**src/rtl/bram_port_ctrl_pkg.sv**
```systemverilog
// Shared constants for the BRAM port controller and its response FIFO.
package bram_port_ctrl_pkg;

    localparam int unsigned DEFAULT_DATA_WIDTH = 16;
    localparam int unsigned DEFAULT_ADDR_WIDTH = 9;
    localparam int unsigned RSP_FIFO_DEPTH     = 2;
    localparam int unsigned RSP_CNT_WIDTH      = $clog2(RSP_FIFO_DEPTH + 1);

endpackage

```
**src/rtl/bram_port_ctrl_rsp_fifo.sv**
```systemverilog
// Two-entry response FIFO with valid/ready on both sides; pointers are one bit
// wide, so they wrap modulo the depth of two.
module bram_port_ctrl_rsp_fifo
    import bram_port_ctrl_pkg::*;
#(
    parameter int unsigned DATA_WIDTH = DEFAULT_DATA_WIDTH
) (
    input  logic                     clk,
    input  logic                     rst_n,
    input  logic                     in_valid,
    output logic                     in_ready,
    input  logic [DATA_WIDTH-1:0]    in_data,
    output logic                     out_valid,
    input  logic                     out_ready,
    output logic [DATA_WIDTH-1:0]    out_data,
    output logic [RSP_CNT_WIDTH-1:0] count
);

    logic [DATA_WIDTH-1:0]    mem_q [RSP_FIFO_DEPTH];
    logic                     wr_ptr_q;
    logic                     rd_ptr_q;
    logic [RSP_CNT_WIDTH-1:0] count_q;
    logic                     push;
    logic                     pop;

    always_comb begin
        in_ready  = (count_q != RSP_CNT_WIDTH'(RSP_FIFO_DEPTH));
        out_valid = (count_q != '0);
        push      = in_valid & in_ready;
        pop       = out_valid & out_ready;
        out_data  = mem_q[rd_ptr_q];
        count     = count_q;
    end

    always_ff @(posedge clk or negedge rst_n) begin
        if (!rst_n) begin
            for (int i = 0; i < int'(RSP_FIFO_DEPTH); i++) begin
                mem_q[i] <= '0;
            end
            wr_ptr_q <= 1'b0;
            rd_ptr_q <= 1'b0;
            count_q  <= '0;
        end else begin
            if (push) begin
                mem_q[wr_ptr_q] <= in_data;
                wr_ptr_q        <= ~wr_ptr_q;
            end
            if (pop) begin
                rd_ptr_q <= ~rd_ptr_q;
            end
            count_q <= count_q + RSP_CNT_WIDTH'(push) - RSP_CNT_WIDTH'(pop);
        end
    end

endmodule

```
**src/rtl/bram_port_ctrl.sv**
```systemverilog
// Valid/ready front end for a read-first single-port BRAM with 1-cycle read latency.
// Optional BRAM_PORT_CTRL_WRITE_FIRST_EN: write responses return the written data.
module bram_port_ctrl
    import bram_port_ctrl_pkg::*;
#(
    parameter int unsigned DATA_WIDTH = DEFAULT_DATA_WIDTH,
    parameter int unsigned ADDR_WIDTH = DEFAULT_ADDR_WIDTH
) (
    input  logic                  clka,
    input  logic                  rsta_n,
    input  logic                  req_valid,
    output logic                  req_ready,
    input  logic                  req_we,
    input  logic [ADDR_WIDTH-1:0] req_addr,
    input  logic [DATA_WIDTH-1:0] req_wdata,
    output logic                  rsp_valid,
    input  logic                  rsp_ready,
    output logic [DATA_WIDTH-1:0] rsp_rdata,
    output logic                  bram_we,
    output logic [ADDR_WIDTH-1:0] bram_addr,
    output logic [DATA_WIDTH-1:0] bram_din,
    input  logic [DATA_WIDTH-1:0] bram_dout
);

    localparam int unsigned PEND_W = RSP_CNT_WIDTH + 1;

    logic                     inflight_q;
    logic                     accept;
    logic                     rsp_pop;
    logic                     cap_ready;
    logic [DATA_WIDTH-1:0]    cap_data;
    logic [RSP_CNT_WIDTH-1:0] occ;
    logic [PEND_W-1:0]        pending;

    // Outstanding work after this edge's pop must leave room for one more capture.
    always_comb begin
        rsp_pop   = rsp_valid & rsp_ready;
        pending   = PEND_W'(inflight_q) + PEND_W'(occ) - PEND_W'(rsp_pop);
        req_ready = rsta_n & (pending < PEND_W'(RSP_FIFO_DEPTH));
        accept    = req_valid & req_ready;
        bram_we   = accept & req_we;
        bram_addr = req_addr;
        bram_din  = req_wdata;
    end

    always_ff @(posedge clka or negedge rsta_n) begin
        if (!rsta_n) begin
            inflight_q <= 1'b0;
        end else begin
            inflight_q <= accept;
        end
    end

`ifdef BRAM_PORT_CTRL_WRITE_FIRST_EN
    logic                  wr_q;
    logic [DATA_WIDTH-1:0] wdata_q;

    always_ff @(posedge clka or negedge rsta_n) begin
        if (!rsta_n) begin
            wr_q    <= 1'b0;
            wdata_q <= '0;
        end else begin
            wr_q    <= bram_we;
            wdata_q <= req_wdata;
        end
    end

    // The BRAM itself is read-first, so write data is bypassed from the request.
    always_comb begin
        cap_data = wr_q ? wdata_q : bram_dout;
    end
`else
    always_comb begin
        cap_data = bram_dout;
    end
`endif

    bram_port_ctrl_rsp_fifo #(
        .DATA_WIDTH (DATA_WIDTH)
    ) u_rsp_fifo (
        .clk       (clka),
        .rst_n     (rsta_n),
        .in_valid  (inflight_q & cap_ready),
        .in_ready  (cap_ready),
        .in_data   (cap_data),
        .out_valid (rsp_valid),
        .out_ready (rsp_ready),
        .out_data  (rsp_rdata),
        .count     (occ)
    );

endmodule
```
**config.mk**
```make
export PLATFORM = sky130hd
export DESIGN_NAME = bram_port_ctrl
export DESIGN_NICKNAME = d
export VERILOG_FILES = /design/src/rtl/bram_port_ctrl_pkg.sv /design/src/rtl/bram_port_ctrl_rsp_fifo.sv /design/src/rtl/bram_port_ctrl.sv
export SDC_FILE = /design/constraint.sdc
export NUM_CORES = 1
export LEC_CHECK = 0
export ABC_AREA = 1
export BUFFER_PORTS_ARGS = -buffer_cell sky130_fd_sc_hd__buf_4
export CAP_MARGIN = 20
export CELL_PAD_IN_SITES_DETAIL_PLACEMENT = 0
export CELL_PAD_IN_SITES_GLOBAL_PLACEMENT = 1
export CORE_AREA = 2 2 86 88
export CTS_CLUSTER_DIAMETER = 60
export DETAILED_ROUTE_END_ITERATION = 8
export DIE_AREA = 0 0 88 90
export HOLD_SLACK_MARGIN = 0.1
export PLACE_DENSITY = 0.78
export SETUP_SLACK_MARGIN = 0.2
export SYNTH_ARGS = -nofsm -noshare
export SYNTH_HDL_FRONTEND = slang
export SYNTH_SLANG_ARGS = --single-unit
```
**constraint.sdc**
```tcl
create_clock -name clka -period 1.87 [get_ports clka]
set_input_delay 0.0935 -clock clka [delete_from_list [all_inputs] [get_ports clka]]
set_output_delay 0.0935 -clock clka [all_outputs]
set_load 0.01 [all_outputs]
```
== Yosys cells after proc, flatten, opt, wreduce, memory -nomap -nowiden ==
Cells that the tools add are included.
W data, S select, Z words.

* Bits in registers: 37
* Bits of input ports: 46

* Add/subtract/negate cells: 4
* $lt $le $gt $ge: 4
* Eq/ne operators: 1
* Mux-type cells: 6
* Bitwise operators: 10
* Reductions and logical operators: 2

{| class="wikitable"
|+ Operator list
! operator !! count
|-
| $mux W16 || 4
|-
| $bwmux W32 || 1
|-
| $demux W16 S1 || 1
|-
| $and A1 B1 Y1 || 6
|-
| $ge A2 B2 Y1 const B || 2
|-
| $not A1 Y2 || 2
|-
| $add A1 B2 Y3 || 1
|-
| $lt A3 B2 Y1 const B || 1
|-
| $sub A3 B1 Y3 || 1
|-
| $add A2 B1 Y2 || 1
|-
| $lt A2 B1 Y1 const B || 1
|-
| $ne A2 B2 Y1 const B || 1
|-
| $not A1 Y1 || 2
|-
| $reduce_bool A2 Y1 || 1
|-
| $sub A2 B1 Y2 || 1
|-
| $logic_and A1 B1 Y1 || 1
|}

== Logic depth before layout (Yosys ltp) ==
Gate-level depths: netlist of run 1.

* Word-level depth: 7
* Depth in mapped cells: 12

== Modules after synthesis ==
From an unflattened synthesis of run 1, not the netlist that was laid out.

* Cells, all modules: 270
* Area total of the unflattened synthesis: 2185.8 µm²

{| class="wikitable"
|+ Modules (own cells, without submodules)
! module !! times used !! cells an instance !! area each (µm²) !! seq. area each (µm²)
|-
| bram_port_ctrl_rsp_fifo || 1 || 223 || 1865.5 || 900.9
|-
| bram_port_ctrl || 1 || 47 || 320.3 || 25.0
|}

== Least setup slack after synthesis of run 1 ==
No wires, ideal clock.

* Kind: register -> output
* Start point: register u_rsp_fifo.count_q[1], in the netlist u_rsp_fifo.count[1]
* End point: output port bram_we
* Arrival: 1988 ps
* Required time: 1776 ps
* Path slack: -212 ps
* Cell stages (with the launch flop): 13
* Buffers on the path: 0
* Cells stage by stage: dfrtp_1 -> inv_1 -> nand2_1 -> nand2_1 -> inv_1 -> ha_1 -> inv_1 -> nand2_1 -> fa_1 -> nand2_1 -> inv_1 -> nand4_1 -> nor2_1

* Longest elaborated chain between the ends: 7
* Elaborated cells on any way between the ends: 8
* Classes of those cells: add/sub (2); order compare (1); bitwise (4); reduce/logical (1)

{| class="wikitable"
|+ Ends and longest elaborated chain
! item !! RTL line !! RTL
|-
| start, declared || bram_port_ctrl_rsp_fifo.sv:22 || <nowiki>logic [RSP_CNT_WIDTH-1:0] count_q;</nowiki>
|-
| start signal, assigned || bram_port_ctrl_rsp_fifo.sv:51 || <nowiki>count_q <= count_q + RSP_CNT_WIDTH'(push) - RSP_CNT_WIDTH'(pop);</nowiki>
|-
| $reduce_bool A2 Y1 || bram_port_ctrl_rsp_fifo.sv:28 || <nowiki>out_valid = (count_q != '0);</nowiki>
|-
| named net rsp_valid || bram_port_ctrl.sv:16 || <nowiki>output logic rsp_valid,</nowiki>
|-
| $and A1 B1 Y1 || bram_port_ctrl.sv:37 || <nowiki>rsp_pop = rsp_valid & rsp_ready;</nowiki>
|-
| named net rsp_pop || bram_port_ctrl.sv:29 || <nowiki>logic rsp_pop;</nowiki>
|-
| $sub A3 B1 Y3 || bram_port_ctrl.sv:38 || <nowiki>pending = PEND_W'(inflight_q) + PEND_W'(occ) - PEND_W'(rsp_pop);</nowiki>
|-
| $lt A3 B2 Y1 || bram_port_ctrl.sv:39 || <nowiki>req_ready = rsta_n & (pending < PEND_W'(RSP_FIFO_DEPTH));</nowiki>
|-
| $and A1 B1 Y1 || bram_port_ctrl.sv:39 ||
|-
| $and A1 B1 Y1 || bram_port_ctrl.sv:40 || <nowiki>accept = req_valid & req_ready;</nowiki>
|-
| $and A1 B1 Y1 || bram_port_ctrl.sv:41 || <nowiki>bram_we = accept & req_we;</nowiki>
|-
| end, declared || bram_port_ctrl.sv:19 || <nowiki>output logic bram_we,</nowiki>
|}

The timed path passes the listed nets, and every way through them passes these cells.

== Final worst setup path of run 1 ==
* Start point: register u_rsp_fifo.count_q[1], in the netlist u_rsp_fifo.count[1]
* End point: output port bram_we

* Longest elaborated chain between the ends: 7
* Elaborated cells on any way between the ends: 8
* Classes of those cells: add/sub (2); order compare (1); bitwise (4); reduce/logical (1)

{| class="wikitable"
|+ Ends and longest elaborated chain
! item !! RTL line
|-
| $reduce_bool A2 Y1 || bram_port_ctrl_rsp_fifo.sv:28
|-
| $and A1 B1 Y1 || bram_port_ctrl.sv:37
|-
| named net rsp_pop || bram_port_ctrl.sv:29
|-
| $sub A3 B1 Y3 || bram_port_ctrl.sv:38
|-
| $lt A3 B2 Y1 || bram_port_ctrl.sv:39
|-
| $and A1 B1 Y1 || bram_port_ctrl.sv:39
|-
| $and A1 B1 Y1 || bram_port_ctrl.sv:40
|-
| $and A1 B1 Y1 || bram_port_ctrl.sv:41
|}

The timed path passes the listed nets, and every way through them passes these cells.

==> metrics.csv, run 1 <==
metric,value,unit
synthSimpleGateAreaFrac,0.1901,
rsz0062_at_grt,yes,
powerDensity,1611,mW/mm²
hold_viol_final,0,
hp-class,in2reg,
fin_ws,-0.3821,ns
slew_violations,0,
combPwrFrac,0.529,
clockRootBuffer,clkbuf_8,
syn-cell-area,0.002053,mm²
cell_internal_pwr,2.520,mW
fin_crit_sh,1.204,
setup_viol,2,
drt_first_pass_iters,4,
seq_power_share,0.344,
route.detailed.drc,0,
cp.required,1.78,ns
synth_area_per_cell,8.812,µm²
slew_headroom,0.6685,
yosys_warnings,0,
synth.area.mux_share,0,
drive_above_1_share,0.3832,
ir_drop,762.2,µV
power_frac_clock,0.127,
worst_slew_pin_slew,0.4973,ns
grt_pass1_vias,1515,
end_kind,primary output,
synth-xor-area-share,0.008531,
p_leak,1.355,nW
finalWeightedCongestion,0.7129,
critPathKind,reg2out,
ys_seq_elements,37,
synth.distinct_cells,16,
die-area,0.007920,mm²
clkTransAtPathRegs,0.07,ns
drt_wl_total,3821,µm
num_vias,1474,
yosysSeqAreaShare,0.4509,
status,"finished, violations left",
drtIter0Drc,45,
hpwl,2486,µm
cp_max_fo,2,
crit_arrival,2.16,ns
finalCoreUtilization,0.3659,
switching_share,0.3912,
netSwitchingPower,1.619,mW
globalRouteOverflowTotal,0,
die_y,90,µm
fin_area,0.002569,mm²
grt_use_total,0.1058,
fin_crit,2.252,ns
viasPerCell,3.952,
tritoncts,done,
start_kind,register,
violations,setup timing,
grt_pass1_wl,6596,µm
ant_nets,0,
cts.path.max_buffers,2,
antenna_cells,0,
synth_top_family_by_area,simple AND/OR/NAND/NOR gates,
fin_skew,0.005007,ns
syn_nets,283,
start_util,0.2925,
synthCells,233,
antenna_found_initial,0,
drv_cap,0,
cts-buffers-inserted,5,
routedWlPerCell,10.24,µm
cts_sinks,37,
synth_fa_ha_area_frac,0.02803,
fmaxAchievable,444.0,MHz
area.growth.synth_to_final,25.11,%
io_buffers,39,
postPlaceCellArea,0.002262,mm²
design.core.area,0.007020,mm²
htreeDepth,2,
num_rows,31,
fin_nets,323,
boundaryPins,90,
die_w,88,µm
clkLatencyLatePin,0.28,ns
synth_compound_area_frac,0.1365,
grt_start_max_net_pins,38,
worst max-delay path: stages, from the launching register on:
cell	delay, ns
dfrtp_1	0.40
inv_2	0.09
nand2_4	0.05
nand2_2	0.06
inv_2	0.04
ha_4	0.20
inv_2	0.05
nand2_2	0.04
fa_1	0.48
nand2_1	0.06
inv_2	0.05
nand4_1	0.11
nor2_2	0.13
buf_4	0.12
power groups by stage:
stage	sequential, mW	clock (mW)	combinational, mW
2_1_floorplan	1.40	0	1.41
3_3_place_gp	1.42	0	2.06
3_5_place_dp	1.44	0	2.09
4_1_cts	1.42	0.554	2.23
5_1_grt	1.48	0.593	2.45
6_report	1.42	0.527	2.19
sequential cells by signal, indices dropped and copies added, names as in the netlist:
register             cells
inflight_q               1
u_rsp_fifo.count         2
u_rsp_fifo.mem_q        32
u_rsp_fifo.rd_ptr_q      1
u_rsp_fifo.wr_ptr_q      1
cell usage after synthesis:
cell type | instances | area [µm²]
nand3_1 | 1 | 5.000
buf_2 | 2 | 10.01
nor2_1 | 1 | 3.750
dfrtp_1 | 37 | 925.9
buf_4 | 26 | 195.2
inv_1 | 27 | 101.4
buf_6 | 6 | 67.56
nand2_1 | 89 | 334.1
ha_1 | 3 | 37.54
xor2_1 | 2 | 17.52
fa_1 | 1 | 20.02
nand2_2 | 1 | 6.260
o21ai_2 | 32 | 280.3
inv_2 | 2 | 7.510
nand4_1 | 1 | 6.260
nand3_4 | 2 | 35.03
placed cells by master, fill, tap and decap left out, types with 2 or more instances in the layout:
cell,instances
dlygate4sd3_1,17
buf_4,49
inv_2,7
nand2_2,3
nand2_1,86
clkinv_2,2
clkbuf_8,5
nand3_4,2
inv_1,22
o21ai_2,32
dfrtp_1,37
ha_1,2
xor2_1,2
path summary, 6_finish.rpt:
| check | startpoint | to | slack, ns | depth (start not counted) |
|---|---|---|---|---|
| worst max register to register | u_rsp_fifo.count[1]$_DFF_PN0_ | inflight_q$_DFF_PN0_ | 0.11 | 12 |
| worst min register to register | u_rsp_fifo.mem_q[6]$_DFFE_PN0P_ | u_rsp_fifo.mem_q[6]$_DFFE_PN0P_ | 0.48 | 2 |
| worst max-delay path | u_rsp_fifo.count[1]$_DFF_PN0_ | bram_we | -0.38 | 13 |
| max in group asynchronous | rsta_n | u_rsp_fifo.mem_q[5]$_DFFE_PN0P_ | 1.11 | 3 |
| worst min-delay path | req_valid | inflight_q$_DFF_PN0_ | 0.11 | 3 |
| min in group asynchronous | rsta_n | u_rsp_fifo.count[0]$_DFF_PN0_ | 0.41 | 3 |
cell type report:
type | count | area [µm²]
clock buffer | 6 | 72.57
clock inverter | 2 | 10.01
fill | 740 | 4452
inverter | 29 | 108.9
multi-input combinational | 133 | 778.2
sequential | 37 | 925.9
tap | 99 | 123.9
timing repair buffer | 67 | 549.3
cells by family after synthesis:
group | count (synthesis)
and+or+nand+nor | 95
buffers and inverters | 63
DFF | 37
AOI/OAI and AO/OA | 32
adders and majority gates | 4
xor gates and xnor gates | 2
metrics by stage:
step / hold WS [ns] / instances / total power [mW] / TNS (ns) / setup slack (ns)
6_report: 0.1106 / 373 / 4.139 / -0.6966 / -0.3821
5_1_grt: 0.1109 / 373 / 4.528 / -0.9368 / -0.5135
4_1_cts: 0.1065 / 372 / 4.212 / -0.8526 / -0.4559
3_5_place_dp: 0.1859 / 344 / 3.527 / -0.2575 / -0.2015
3_3_place_gp: 0.1814 / 344 / 3.479 / -0.1579 / -0.1421
2_1_floorplan: -0.2021 / 233 / 2.813 / -0.1255 / -0.1255
per-layer routing:
layer,global-route usage,share of wire,up-vias
li1,-,-,760
met1,0.1229,0.42,679
met2,0.1799,0.52,31
met3,0.02755,0.045,4
met4,0.04615,0.015,0
met5,0,0,-
repair_timing:
| action | in CTS | in global routing |
|---|---|---|
| setup buffers | 3 | 1 |
| hold endpoints to repair | 68 | 0 |
| pin swaps | 5 | 4 |
| hold buffers | 17 | 0 |
| cloned | 0 | 0 |
| gates resized for setup | 7 | 0 |
| endpoints found under the setup margin | 3 | 3 |
No activity file was read; power rests on OpenSTA's default activity.
==> run 2, diff against run 1 <==
RECOVER_POWER = 25   (was default)
==> run 2 against run 1 <==
The flow still finishes with violations (setup timing). Hold slack barely moved. Worst setup slack barely moved. Largest power group unchanged. Combinational power barely moved. Maximum frequency barely moved. Sequential share of layout area barely moved. Sequential cell count did not move. Largest cell class unchanged. Core utilization barely moved.
==> metrics.csv, run 2 (synthesis gave the netlist of run 1 again) <==
metric,value,unit,change
clockRootBuffer,clkbuf_8,,
fin_skew,0.005012,ns,+0.000004420 ns
design.core.area,0.007020,mm²,unchanged
final_common_cell,nand2_1,,
boundaryPins,90,,unchanged
viasPerCell,3.949,,about the same
crit_family,adder cells,,
rsz0062_at_grt,yes,,
cell_internal_pwr,2.519,mW,about the same
largest_reg_flops,32,,unchanged
cp_max_fo,2,,unchanged
routedWlPerCell,10.25,µm,about the same
area.growth.synth_to_final,24.98,%,about the same
postPlaceCellArea,0.002262,mm²,unchanged
grt_use_total,0.1058,,unchanged
combPwrFrac,0.529,,about the same
fin_area,0.002566,mm²,about the same
power_frac_clock,0.127,,about the same
place_inst,344,,unchanged
critPathKind,reg2out,,
clkLatencyLatePin,0.28,ns,about the same
setup_viol,2,,unchanged
cts_sinks,37,,unchanged
regArea,925.9,µm²,unchanged
crit_top_cell,inv_2,,
nFillCells,741,,+0.14%
die_y,90,µm,unchanged
grt_start_max_net_pins,38,,unchanged
fin_crit,2.252,ns,+0.000006000 ns
fin_crit_sh,1.204,,about the same
crit_arrival,2.16,ns,about the same
ir_drop,762.2,µV,about the same
drv_cap,0,,unchanged
start_kind,register,,
io_buffers,39,,unchanged
path_cells,"inv_2, nand2_4, nand2_2, inv_2, ha_4, inv_2, nand2_2, fa_1, nand2_1, inv_2, nand4_1, nor2_2, buf_4",,
antenna_cells,0,,unchanged
worst_slew_pin_slew,0.9302,ns,+0.4329 ns
hpwl,2486,µm,unchanged
grt_pass1_wl,6596,µm,unchanged
cp.required,1.78,ns,about the same
final_cell_mix,"86 x nand2_1, 47 x buf_4, 37 x dfrtp_1",,
cts-buffers-inserted,5,,unchanged
end_kind,primary output,,
hp-class,in2reg,,
powerDensity,1613,mW/mm²,about the same
crit_slowest_cell,fa_1,,
start_util,0.2925,,unchanged
route.detailed.drc,0,,unchanged
cts.path.max_buffers,2,,unchanged
netSwitchingPower,1.619,mW,about the same
clkTransAtPathRegs,0.07,ns,about the same
violations,setup timing,,
drt_first_pass_iters,4,,unchanged
status,"finished, violations left",,
critPathMaxStageDelay,0.48,ns,about the same
hold_viol_final,0,,unchanged
slew_violations,0,,unchanged
fin_nets,323,,unchanged
antenna_found_initial,0,,unchanged
slew_headroom,0.3799,,-0.2886
globalRouteOverflowTotal,0,,unchanged
crit_buf_inv,5,,unchanged
drtIter0Drc,45,,unchanged
switching_share,0.3913,,about the same
drive_above_1_share,0.3832,,unchanged
regMostFlops,u_rsp_fifo.mem_q,,
drt_wl_total,3822,µm,about the same
finalCoreUtilization,0.3655,,about the same
p_leak,1.354,nW,about the same
final_cells,373,,unchanged
num_rows,31,,unchanged
tritoncts,done,,
finalWeightedCongestion,0.7129,,unchanged
ant_nets,0,,unchanged
seq_power_share,0.344,,about the same
multi_input_area,778.2,µm²,unchanged
grt_pass1_vias,1515,,unchanged
die_w,88,µm,unchanged
fmaxAchievable,444.0,MHz,about the same
fin_ws,-0.3821,ns,-0.000006000 ns
die-area,0.007920,mm²,unchanged
htreeDepth,2,,unchanged
num_vias,1473,,-0.068%
==> run 2: cell types whose count changed in the layout (fill, tap and decap cells not counted) <==
cell	change
clkbuf_4	+1
clkbuf_2	+1
buf_4	-2
==> run 2: what timing repair did <==
action | 4_1_cts | 5_1_grt
endpoints found under the setup margin | 3 | 3
hold buffers | 17 | 0
pin swaps | 5 | 4
gates resized for setup | 7 | 0
endpoints found under the hold margin | 68 | 0
setup buffers | 3 | 1
==> run 2: routing by layer <==
layer | track usage | share of wire | up-vias
met5 | 0 | 0 | -
met4 | 0.04615 | 0.015 | 0
met3 | 0.02755 | 0.045 | 4
met2 | 0.1799 | 0.52 | 31
met1 | 0.1229 | 0.42 | 678
li1 | - | - | 760
==> run 2: layout make-up <==
cell class | count | area share
clock buffers | 6 | 0.02828
clock inverters | 2 | 0.003901
inverters | 29 | 0.04242
multi-input cells | 133 | 0.3033
flip-flops and latches | 37 | 0.3608
well taps | 99 | 0.04827
repair buffers | 67 | 0.2131
==> run 2: per-stage QoR <==
stage	total power [mW]	hold WS (ns)	TNS [ns]	setup WS [ns]
floorplan	2.813	-0.2021	-0.1255	-0.1255
global placement	3.479	0.1814	-0.1579	-0.1421
detailed placement	3.527	0.1859	-0.2575	-0.2015
CTS	4.212	0.1065	-0.8526	-0.4559
global route	4.527	0.1109	-0.9368	-0.5135
finish	4.138	0.1106	-0.6966	-0.3821
==> run 2: worst min-delay path, stage by stage <==
cell	delay, ns
buf_4	0.11
nand4_1	0.11
inv_1	0.05
==> run 2: path summary, 6_finish.rpt <==
path / startpoint / endpoint / slack, ns / depth (start not counted)
worst max register to register: u_rsp_fifo.count[1]$_DFF_PN0_ / inflight_q$_DFF_PN0_ / 0.11 / 12
worst max-delay path: u_rsp_fifo.count[1]$_DFF_PN0_ / bram_we / -0.38 / 13
min in group asynchronous: rsta_n / u_rsp_fifo.count[0]$_DFF_PN0_ / 0.61 / 3
worst min-delay path: req_valid / inflight_q$_DFF_PN0_ / 0.11 / 3
worst min register to register: u_rsp_fifo.mem_q[6]$_DFFE_PN0P_ / u_rsp_fifo.mem_q[6]$_DFFE_PN0P_ / 0.48 / 2
max in group asynchronous: rsta_n / u_rsp_fifo.mem_q[5]$_DFFE_PN0P_ / 0.67 / 3
==> run 2: power groups by stage <==
stage	registers [mW]	logic [mW]	clock network (mW)
after floorplan	1.40	1.41	0
after global placement	1.42	2.06	0
after detailed placement	1.44	2.09	0
after CTS	1.42	2.23	0.554
after global routing	1.48	2.45	0.593
final	1.42	2.19	0.527
